<file path="config.mk">
export PLATFORM = sky130hd
export DESIGN_NAME = agg_sums
export DESIGN_NICKNAME = d
export VERILOG_FILES = /design/src/rtl/fuzzy_pkg.sv /design/src/rtl/q15_mul.sv /design/src/rtl/agg_sums.sv
export SDC_FILE = /design/constraint.sdc
export NUM_CORES = 1
export LEC_CHECK = 0
export CORE_AREA = 2 2 142 144
export CTS_BUF_LIST = sky130_fd_sc_hd__clkbuf_2
export CTS_CLUSTER_SIZE = 16
export DETAILED_ROUTE_END_ITERATION = 16
export DIE_AREA = 0 0 144 146
export DONT_BUFFER_PORTS = 1
export HOLD_SLACK_MARGIN = 0.03
export PLACE_DENSITY = 0.87
export SLEW_MARGIN = 20
export SYNTH_ARGS = -nofsm -noshare
export SYNTH_HDL_FRONTEND = slang
export SYNTH_HIERARCHICAL = 1
export SYNTH_SLANG_ARGS = --single-unit
</file>
<file path="constraint.sdc">
create_clock -name clk -period 3.7 [get_ports clk]
set_input_delay 0.37 -clock clk [delete_from_list [all_inputs] [get_ports clk]]
set_output_delay 0.37 -clock clk [all_outputs]
set_load 0.05 [all_outputs]
</file>
<file path="src/rtl/fuzzy_pkg.sv">
// rtl/fuzzy_pkg.sv - shared Q1.15 types, widths, state enum and saturation helper
// Contents:
//   q15_t        16-bit Q1.15 value
//   Q15_MAX      largest positive Q1.15 value
//   ACC_W        accumulator width (holds N_RULES * 32767 without overflow)
//   agg_state_e  frame aggregator states
//   sat_q15()    clamp an accumulator value to the Q1.15 range
package fuzzy_pkg;

  typedef logic [15:0] q15_t;

  localparam q15_t Q15_MAX = 16'd32767;
  localparam int   ACC_W   = 20;

  typedef enum logic [1:0] {
    ST_IDLE  = 2'd0,
    ST_ACCUM = 2'd1,
    ST_DONE  = 2'd2
  } agg_state_e;

  // Accumulators are never negative, so only the upper bound needs clamping.
  function automatic q15_t sat_q15(input logic [ACC_W-1:0] a);
    if (a > ACC_W'(Q15_MAX)) begin
      return Q15_MAX;
    end
    return q15_t'(a);
  endfunction

endpackage

</file>
<file path="src/rtl/q15_mul.sv">
// rtl/q15_mul.sv - sanitise two Q1.15 inputs and form their Q1.15 product term
// Ports:
//   w_in  input  Q1.15 firing strength (negative treated as 0)
//   g_in  input  Q1.15 singleton (negative treated as 0)
//   w_s   output sanitised firing strength
//   term  output (w*g)>>15, truncated; half-up rounded when AGG_ROUND_EN is defined
// Configuration macro: AGG_ROUND_EN
module q15_mul
  import fuzzy_pkg::*;
(
  input  logic [15:0] w_in,
  input  logic [15:0] g_in,
  output q15_t        w_s,
  output q15_t        term
);

  q15_t        g_s;
  logic [31:0] prod;

  assign w_s  = w_in[15] ? 16'd0 : w_in;
  assign g_s  = g_in[15] ? 16'd0 : g_in;
  assign prod = {16'd0, w_s} * {16'd0, g_s};

  // Both operands are at most 32767, so the shifted result never exceeds
  // 32766 even after rounding and always fits in 16 bits.
`ifdef AGG_ROUND_EN
  assign term = 16'((prod + 32'd16384) >> 15);
`else
  assign term = 16'(prod >> 15);
`endif

endmodule

</file>
<file path="src/rtl/agg_sums.sv">
// rtl/agg_sums.sv - per-frame sums of rule weights and weight*singleton for the defuzzifier
// Ports:
//   clk, rst              clock; asynchronous active-high reset
//   in_valid/in_ready     rule beat handshake; in_last marks the final beat
//   w_in, g_in            Q1.15 firing strength and singleton
//   S_w, S_wg             saturated Q1.15 sums of the last closed frame
//   out_valid/out_ready   frame result handshake
//   len_err               frame closed on N_RULES count rather than in_last
// Configuration macro: AGG_ROUND_EN (rounding inside q15_mul)
module agg_sums
  import fuzzy_pkg::*;
#(
  parameter int N_RULES = 9
) (
  input  logic        clk,
  input  logic        rst,
  input  logic        in_valid,
  output logic        in_ready,
  input  logic        in_last,
  input  logic [15:0] w_in,
  input  logic [15:0] g_in,
  output logic [15:0] S_w,
  output logic [15:0] S_wg,
  output logic        out_valid,
  input  logic        out_ready,
  output logic        len_err
);

  localparam int CNT_W = $clog2(N_RULES + 1);

  agg_state_e       state, state_nxt;
  logic [ACC_W-1:0] acc_w, acc_wg;
  logic [ACC_W-1:0] sum_w, sum_wg;
  logic [CNT_W-1:0] count, count_nxt;
  logic             accept, close;
  q15_t             w_s, term;

  q15_mul u_mul (
    .w_in (w_in),
    .g_in (g_in),
    .w_s  (w_s),
    .term (term)
  );

  always_ff @(posedge clk or posedge rst) begin
    if (rst) begin
      state <= ST_IDLE;
    end else begin
      state <= state_nxt;
    end
  end

  always_comb begin
    state_nxt = state;
    in_ready  = 1'b0;
    out_valid = 1'b0;
    accept    = 1'b0;
    close     = 1'b0;
    sum_w     = acc_w + ACC_W'(w_s);
    sum_wg    = acc_wg + ACC_W'(term);
    count_nxt = count + CNT_W'(1);

    case (state)
      ST_IDLE: begin
        in_ready = ~rst;
        // First beat starts the frame fresh: nothing from the prior frame.
        sum_w     = ACC_W'(w_s);
        sum_wg    = ACC_W'(term);
        count_nxt = CNT_W'(1);
      end
      ST_ACCUM: begin
        in_ready = ~rst;
      end
      ST_DONE: begin
        out_valid = 1'b1;
        if (out_ready) begin
          state_nxt = ST_IDLE;
        end
      end
      default: begin
        state_nxt = ST_IDLE;
      end
    endcase

    accept = in_valid && in_ready;
    close  = accept && (in_last || (count_nxt == CNT_W'(N_RULES)));
    if (accept) begin
      state_nxt = close ? ST_DONE : ST_ACCUM;
    end
  end

  always_ff @(posedge clk or posedge rst) begin
    if (rst) begin
      acc_w   <= '0;
      acc_wg  <= '0;
      count   <= '0;
      S_w     <= '0;
      S_wg    <= '0;
      len_err <= 1'b0;
    end else begin
      if (accept) begin
        acc_w  <= sum_w;
        acc_wg <= sum_wg;
        count  <= count_nxt;
      end
      // Results are taken from the running sums including this beat so the
      // frame appears one cycle after its last beat.
      if (close) begin
        S_w     <= sat_q15(sum_w);
        S_wg    <= sat_q15(sum_wg);
        len_err <= ~in_last;
      end
    end
  end

endmodule

</file>
==> Word-level counts from Yosys, hierarchy flattened <==
Cells that the tools add are included.
{ "classes": {"magnitude_cmp": 2, "muxes": 19, "eq_ne": 5, "n_bitwise": 2, "add_sub_neg": 3, "mul": 1, "n_reduce_logical": 6} }
{ "ops": {"columns": ["operator", "count"], "rows": [
  ["16-bit 2-to-1 mux", 4],
  ["20-bit by 16-bit adder with 20-bit output", 2],
  ["20-bit by 15-bit > comparator with 1-bit output, second input constant", 2],
  ["20-bit 2-to-1 mux", 2],
  ["16-bit by 16-bit multiplier with 31-bit output", 1],
  ["15-bit 2-to-1 mux", 2],
  ["1-bit 2-to-1 mux", 6],
  ["2-bit 2-to-1 mux", 3],
  ["4-bit by 1-bit adder with 4-bit output, second input constant", 1],
  ["4-bit == test, second input constant", 1],
  ["4-bit 2-to-1 mux", 1],
  ["2-bit one-hot mux with 2 select lines", 1],
  ["3-bit inequality test, second input constant", 1],
  ["2-bit by 1-bit == test with 1-bit output, second input constant", 1],
  ["2-bit == test, second input constant", 1],
  ["1-bit logical AND", 2],
  ["2-bit logical NOT", 1],
  ["2-bit by 1-bit inequality test with 1-bit output, second input constant", 1],
  ["1-bit NOT", 2],
  ["2-bit AND reduction", 1],
  ["2-bit OR reduction", 1],
  ["1-bit logical OR", 1]
]} }
{ "word_totals": {"wordCells": 45, "out_inout_bits": 35, "ff_bits": 79, "input_bits": 37} }

==> Longest topological paths before layout <==
Gate-level depths: netlist (run 1).
{ "depth": {"word_depth": 8, "ltp_mapped": 35, "mapped_depth_nobuf": 31} }

==> By module <==
Netlist (run 1), hierarchy kept.
{ "by_module_without_submodules": {"columns": ["module", "cells_per_inst", "seq_area_each_um2", "n_inst", "area_each_um2"], "rows": [
  ["q15_mul", 889, 0.0, 1, 7280.7],
  ["agg_sums", 605, 1976.9, 1, 5167.5]
]} }

==> Worst setup path before layout (run 1) <==
No wires, ideal clock.
{ "synth_path": {"path_type": "input-to-reg", "startpoint": "in g_in[15]", "endpoint": "reg S_wg[3]", "arrival_time_ns": 7.801, "setup_time_ns": 0.129, "cell_stages": 33, "n_path_buf": 3, "path_slack_ns": -4.230, "required_ns": 3.571, "path_cell_list": "clkbuf_1 -> nand2b_1 -> clkbuf_1 -> nor2_1 -> fa_1 -> inv_1 -> fa_1 -> inv_1 -> fa_1 -> inv_1 -> fa_1 -> inv_1 -> fa_1 -> fa_1 -> ha_1 -> a21oi_1 -> o21ai_0 -> or3_1 -> nor2_1 -> o21bai_1 -> a211oi_1 -> nor2_1 -> ha_1 -> fa_1 -> a21oi_1 -> nor2_1 -> o2111ai_1 -> and3_4 -> a21oi_4 -> mux2i_1 -> nor4b_4 -> buf_6 -> a21oi_2"} }
{ "synth_between": {"elab_chain_cells": 8} }
{ "synth_lines": {"columns": ["element", "line", "source"], "rows": [
  ["from (decl)", "agg_sums.sv:21", "input logic [15:0] g_in,"],
  ["15-bit 2-to-1 mux *", "q15_mul.sv:21", "assign g_s = g_in[15] ? 16'd0 : g_in;"],
  ["16-bit by 16-bit multiplier with 31-bit output *", "q15_mul.sv:22", "assign prod = {16'd0, w_s} * {16'd0, g_s};"],
  ["net term[0]", "agg_sums.sv:36", "q15_t w_s, term;"],
  ["20-bit by 16-bit adder with 20-bit output", "agg_sums.sv:60", "sum_wg = acc_wg + ACC_W'(term);"],
  ["20-bit 2-to-1 mux *", "agg_sums.sv:63", "case (state)"],
  ["20-bit by 15-bit > comparator with 1-bit output", "fuzzy_pkg.sv:23", "if (a > ACC_W'(Q15_MAX)) begin"],
  ["1-bit 2-to-1 mux", "fuzzy_pkg.sv:23", null],
  ["1-bit 2-to-1 mux", "agg_sums.sv:108", "if (close) begin"],
  ["16-bit 2-to-1 mux *", "fuzzy_pkg.sv:26", "return q15_t'(a);"],
  ["to (signal assigned)", "agg_sums.sv:110", "S_wg <= sat_q15(sum_wg);"],
  ["to (decl)", "agg_sums.sv:23", "output logic [15:0] S_wg,"]
]} }
Mark *: on every way through the listed nets, which the timed path passes. The rest lies on a longest branch. The select of a mux whose other input is x is not followed.
A chain may end at the register's enable or synchronous reset.

==> Worst setup path in the final report (run 1) <==
{ "layout_path": {"startpoint": "in g_in[15]", "endpoint": "reg S_wg[13]"} }
The elaborated chain is that of the path after synthesis.

==> reports/results.ini, run 1 <==
[status]
outcome = finished with violations
violations = setup timing

[route]
via_count = 12000
drt-pass1-iter-count = 7
routed_wl_mm = 39.6
drt-vias-per-instance = 6.18
initialDrtViolationCount = 1184
ant_nets = 0
wl_per_cell_um = 20.5
drcViolationCount = 0

[placed_design]
port_buffers = 0
place_hpwl_mm = 29.4
gp_congestion = 0.977
place_ws_ps = -4120
placed_cells = 1889
place_area_mm2 = 0.0142

[timing]
setup_viol = 35
drv_slew = 0
hold_viol_final = 0
timing.setup.tns_ps = -110580
tightest_slew_ps = 992
final.setup.worst_slack_ps = -3570
fin_worst_skew_ps = 43.1
timing.final.crit_period_ps = 7270
max_freq_mhz = 138
slew_headroom = 0.337
rsz0062_at_grt = yes
timing.final.crit_share = 1.97

[die]
pin_count = 72
die_area_mm2 = 0.0210
start_util = 0.644
core_area_mm2 = 0.0193
die_h_um = 146
die-width_um = 144
num_rows = 51

[grt]
grt_first_pass_wirelength_mm = 59.5
grt_max_degree = 52
grtUsageTotal = 0.361
overflow = 0
antenna_found_initial = 0
grt_pass1_vias = 12100

[clock_tree]
cts_made_buffers = 9
clk_pin_slew_worst_paths_ps = 230
clkSinkCount = 79
cts_root_buf = clkbuf_2
cts_max_path_buffers = 2
h-tree-depth = 3
cts_tree = built
clk_latency_ps = 610

[yosys]
synth_edf_count = 0
yosys_warnings = 6
yosysSeqAreaShare = 0.159
synth_area_per_cell_um2 = 8.33
ys_ff_latch = 79
ys_async_sr_fraction = 1.00
synthCells = 1494
synth-main-ff-cell = dfrtp_1
netlist_area_mm2 = 0.0124
ys_types = 73

[power]
ir_worst_vdd_uv = 661
p_per_area_mw_per_mm2 = 552
p_leak_nw = 7.53

[critical_path]
slowest_delay_ps = 610
worstSetupPathType = in2reg
cp.required_ps = 4170
crit_path_start_kind = input port
slowest_stage = fa_1
crit_top_cell = fa_1
arrival_ps = 7740
worst_setup_path_end_kind = flop
worst-path-max-fanout = 24

[worst_hold_path]
hold_path_class = in2reg

[finish]
syn2layout_area_growth_pct = 21.8
layout-drive-gt1-share = 0.244
utilization = 0.784
diodes = 0
final_area_mm2 = 0.0152
fin_cells = 1935
final_nets = 1995

[run]
maxCapViolCount = 0

-- layout make-up --
cell class | instances | area (um^2)
Multi-Input combinational cell | 1122 | 10100
Fill cell | 1161 | 4170
Sequential cell | 79 | 1980
Timing Repair Buffer | 223 | 1760
Inverter | 231 | 888
Tap cell | 265 | 332
Clock buffer | 10 | 50.0
Clock inverter | 5 | 35.0
-- path summary, 6_finish.rpt --
check	startpoint	endpoint	slack (ps)	cells after the start
max reg2reg	acc_w[0]	S_w[1]	680	12
max in group asynchronous	rst	acc_wg[15]	2430	3
max	g_in[15]	S_wg[13]	-3570	29
min in group asynchronous	rst	acc_w[8]	340	2
min	in_valid	len_err	160	3
min reg2reg	acc_wg[15]	acc_wg[15]	510	2
-- worst max-delay path: cells and delay by family --
kind / cells / cell delay [ps]
xor gates and xnor gates: 1 / 260
and+or+nand+nor: 8 / 1530
adders and majority gates: 8 / 3800
buffers and inverters: 6 / 610
AOI/OAI and AO/OA: 6 / 1130
-- kinds of logic (layout without fill, tap and decap cells) --
group | count (synthesis) | after routing | synth area share
buffers and inverters | 294 | 469 | 0.0906
adder cells (fa/ha/maj) | 292 | 292 | 0.395
XOR/XNOR | 38 | 38 | 0.0267
other | 1 | 2 | 0.000301
AO/OA/AOI/OAI | 269 | 269 | 0.139
AND/OR/NAND/NOR | 511 | 511 | 0.182
multiplexers | 10 | 10 | 0.00804
flip-flops | 79 | 79 | 0.159
-- where the power goes --
| part | total (mW) | internal (mW) | switching, mW |
|---|---|---|---|
| Combinational | 5.95 | 2.64 | 3.31 |
| Clock | 0.430 | 0.0887 | 0.341 |
| Sequential | 1.98 | 1.19 | 0.793 |
-- repair_timing --
item	in CTS	in global routing
cloned	1	1
setup endpoints to repair	35	35
endpoints found under the hold margin	52	0
buffers inserted	3	27
gates resized for setup	51	104
hold buffers	3	0
pin swaps	6	63
-- flip-flops by register name, summed over array words and instances, names as in the netlist --
signal / count
len_err: 1
state: 2
S_wg: 16
count: 4
S_w: 16
acc_wg: 20
acc_w: 20
-- cell usage after synthesis (3+ instances only) --
library cell  count  area share
nand2b_1         38       0.019
dfrtp_1          79        0.16
nand3_1          18      0.0072
and3_1            7      0.0035
buf_4             3      0.0018
a211oi_1         13      0.0078
mux2i_1          10      0.0080
a21o_1           10      0.0060
o21ai_0          83       0.033
nand2_1         161       0.049
o21a_1            6      0.0036
nor2_1          220       0.066
buf_1             7      0.0021
ha_1            124        0.12
a31oi_1           6      0.0030
and2_1            5      0.0025
o211ai_1          7      0.0042
o21ai_1           8      0.0032
fa_1            168        0.27
nor3_1           14      0.0056
or3_1             4      0.0020
xor2_1           12      0.0084
a211oi_2          4      0.0040
clkinv_1          3     0.00090
and4_1            3      0.0021
o211a_1           3      0.0024
clkbuf_1         48       0.014
inv_1           228       0.069
or2_2             3      0.0015
a21oi_1          75       0.030
buf_2             4      0.0016
a21oi_2          11      0.0077
nor4_1            3      0.0015
nor2b_1          18      0.0090
xnor2_1          26       0.018
nand4_1           6      0.0030
nor3b_1           3      0.0018
o31ai_1           3      0.0018
o21bai_1          5      0.0030
a2111oi_0         3      0.0021
-- layout by cell type (no fill, tap or decap), types with 9 or more instances in the layout --
cell and instances:
nand2b_4 19, nor2b_1 12, nor2_1 204, nand2b_1 19
a21oi_2 22, o21ai_0 54, nor2_2 10, nand2_1 154
ha_4 9, clkbuf_2 10, buf_6 10, dfrtp_1 79
fa_1 164, nand3_1 17, xnor2_1 19, nor3_1 11
a21oi_1 62, o21ai_2 15, a21o_1 10, inv_1 215
inv_2 10, ha_1 114, buf_4 206, xor2_1 10
o21ai_1 22
-- routing by layer --
layer | global-route usage | routed length (um) | vias up
li1 | - | - | 5145
met1 | 0.451 | 14100 | 5742
met4 | 0.159 | 2530 | 0
met5 | 0 | 0 | -
met2 | 0.605 | 19200 | 835
met3 | 0.0750 | 3830 | 235
-- through the flow --
stage	hold slack [ps]	total power, mW
detailed placement	462	6.90
global route	147	8.88
CTS	116	7.59
floorplan	445	5.17
finish	161	8.36
global placement	449	6.70
Note: power is estimated with default switching activity, not from simulation.
==> run 2, diff against run 1 <==
Settings changed: ABC_CLOCK_PERIOD_IN_PS set to 3700.
==> results of run 2 <==
Final layout, timing and power as in run 1 (identical DEF).
==> run 3, diff against run 2 <==
Settings changed: PLACE_DENSITY 0.87 to 0.81.
==> run 3 against run 2 <==
Compared with the run above: the flow still finishes with violations (setup timing); critical endpoint is now S_wg[3]; hold slack better by 59 ps; final area increased by 1.8%; clock-buffer cell count decreased by 1; sequential power hardly changed; register-to-register slack gained 240 ps; final cell count is 0.98% higher; first-iteration DRC count decreased by 36%; largest cell class unchanged; flip-flop and latch count is the same; clock skew is 5.3 ps lower; die area did not move.
==> reports/results.ini, run 3 (synthesis gave the netlist of run 1 again) <==
[power]
p_leak_nw = 7.62  ; was 7.53 nW
p_total_mw = 8.71  ; was 8.36 mW
ir_worst_vdd_uv = 762  ; was 661 uV
p_per_area_mw_per_mm2 = 564  ; was 552 mW/mm^2

[die]
core_area_mm2 = 0.0193  ; unchanged
start_util = 0.644  ; unchanged
die-width_um = 144  ; unchanged
num_rows = 51  ; unchanged
die_h_um = 146  ; unchanged
die_area_mm2 = 0.0210  ; unchanged
pin_count = 72  ; unchanged

[grt]
overflow = 0  ; unchanged
antenna_found_initial = 1  ; was 0
grtUsageTotal = 0.356  ; was 0.361
grt_first_pass_wirelength_mm = 58.6  ; was 59.5 mm
grt_pass1_vias = 12100  ; about the same
grt_max_degree = 60  ; was 52

[placed_design]
place_area_mm2 = 0.0143  ; was 0.0142 mm^2
gp_congestion = 0.973  ; was 0.977
place_hpwl_mm = 27.6  ; was 29.4 mm
placed_cells = 1898  ; was 1889
port_buffers = 0  ; unchanged

[clock_tree]
h-tree-depth = 3  ; unchanged
clkSinkCount = 79  ; unchanged
cts_max_path_buffers = 2  ; unchanged
cts_made_buffers = 9  ; unchanged
cts_tree = built  ; unchanged
clk_latency_ps = 590  ; was 610 ps
cts_root_buf = clkbuf_2  ; unchanged
clk_pin_slew_worst_paths_ps = 230  ; about the same

[worst_hold_path]
hold_path_class = in2reg  ; unchanged

[critical_path]
crit_top_cell = fa_1  ; unchanged
worst-path-max-fanout = 15  ; was 24
worstSetupPathType = in2reg  ; unchanged
slowest_delay_ps = 570  ; was 610 ps
critPathBufInv = 7  ; was 6
worst_setup_path_end_kind = flop  ; unchanged
slowest_stage = fa_1  ; unchanged
path_delay_family = adder cells  ; unchanged
crit_path_start_kind = input port  ; unchanged
arrival_ps = 7530  ; was 7740 ps
cp.required_ps = 4170  ; about the same

[route]
drt-vias-per-instance = 5.96  ; was 6.18
wl_per_cell_um = 19.6  ; was 20.5 um
ant_nets = 0  ; unchanged
drcViolationCount = 0  ; unchanged
routed_wl_mm = 38.3  ; was 39.6 mm
initialDrtViolationCount = 763  ; was 1184
drt-pass1-iter-count = 8  ; was 7
via_count = 11700  ; was 12.0k

[timing]
tightest_slew_ps = 1050  ; was 992 ps
max_freq_mhz = 142  ; was 138 MHz
setup_viol = 35  ; unchanged
timing.final.crit_period_ps = 7060  ; was 7270 ps
final.setup.worst_slack_ps = -3360  ; was -3570 ps
fin_worst_skew_ps = 37.8  ; was 43.1 ps
whs_ps = 220  ; was 161 ps
timing.final.crit_share = 1.91  ; was 1.97
slew_headroom = 0.299  ; was 0.337
drv_slew = 0  ; unchanged
hold_viol_final = 0  ; unchanged
rsz0062_at_grt = yes  ; unchanged

[finish]
final_common_cell = buf_4  ; was inv_1
syn2layout_area_growth_pct = 24.0  ; was 21.8%
final_nets = 2012  ; was 1995
utilization = 0.798  ; was 0.784
final_cell_mix = buf_4 (221), inv_1 (217), nor2_1 (204)  ; was inv_1 (215), buf_4 (206), nor2_1 (204)
layout-drive-gt1-share = 0.256  ; was 0.244
fin_cells = 1954  ; was 1935
final_area_mm2 = 0.0154  ; was 0.0152 mm^2
fillers = 1192  ; was 1161
reg.largest.list = acc_w x20, acc_wg x20  ; unchanged

[status]
violations = setup timing  ; unchanged
outcome = finished with violations  ; unchanged

[run]
maxCapViolCount = 0  ; unchanged

-- run 3: cell types whose count changed in the layout (fill, tap and decap cells not counted), sizes merged --
cell      before  now
bufinv         0    2
diode          0    1
buf          219  237
clkinv         5    6
clkinvlp       1    0
clkbuf        11    9
-- run 3: layer usage --
layer	track usage	wire (um)	vias up	share of wire
met1	0.434	13800	5729	0.36
met5	0	0	-	0
li1	-	-	5171	-
met2	0.594	18800	577	0.49
met4	0.201	2740	0	0.071
met3	0.0652	2970	177	0.077
-- run 3: layout make-up --
| class | count | area [um^2] | area share |
|---|---|---|---|
| Clock inverter | 7 | 95.1 | 0.00616 |
| Tap cell | 265 | 332 | 0.0215 |
| Sequential cell | 79 | 1980 | 0.128 |
| Antenna cell | 1 | 2.50 | 0.000162 |
| Inverter | 231 | 881 | 0.0571 |
| Multi-Input combinational cell | 1122 | 10200 | 0.663 |
| Timing Repair Buffer | 240 | 1880 | 0.122 |
| Clock buffer | 9 | 45.0 | 0.00292 |
-- run 3: path summary, 6_finish.rpt --
kind | cells after the start | startpoint | endpoint | slack [ps]
worst max-delay path | 30 | w_in[15] | S_wg[3] | -3360
max in group asynchronous | 3 | rst | acc_wg[6] | 2550
min in group asynchronous | 2 | rst | acc_wg[9] | 350
worst max register to register | 10 | acc_w[1] | S_w[1] | 920
worst min-delay path | 3 | in_valid | acc_wg[13] | 220
worst min register to register | 2 | acc_w[8] | acc_w[8] | 530
-- run 3: timing repair --
item | in CTS | in global routing
pin swaps | 40 | 53
cloned | 0 | 1
setup endpoints to repair | 35 | 35
gates resized for setup | 71 | 95
endpoints found under the hold margin | 60 | 0
buffers inserted | 25 | 14
hold buffers | 3 | 0
-- run 3: power by group --
| group | switching [mW] | internal [mW] |
|---|---|---|
| clock | 0.338 | 0.226 |
| sequential | 0.792 | 1.19 |
| combinational | 3.37 | 2.79 |
| total | 4.50 | 4.21 |
-- run 3: worst min-delay path, delay by kind of cell --
family	cells	cell delay, ps
buf+inv	1	220
simple gates	1	100
compound gates	1	100
-- run 3: stage by stage --
stage          setup TNS (ps)  setup WS [ps]
3_5_place_dp          -130960          -4040
2_1_floorplan         -114040          -3690
5_1_grt               -113650          -3560
3_3_place_gp          -128130          -3960
4_1_cts               -100260          -3160
6_report              -107200          -3360
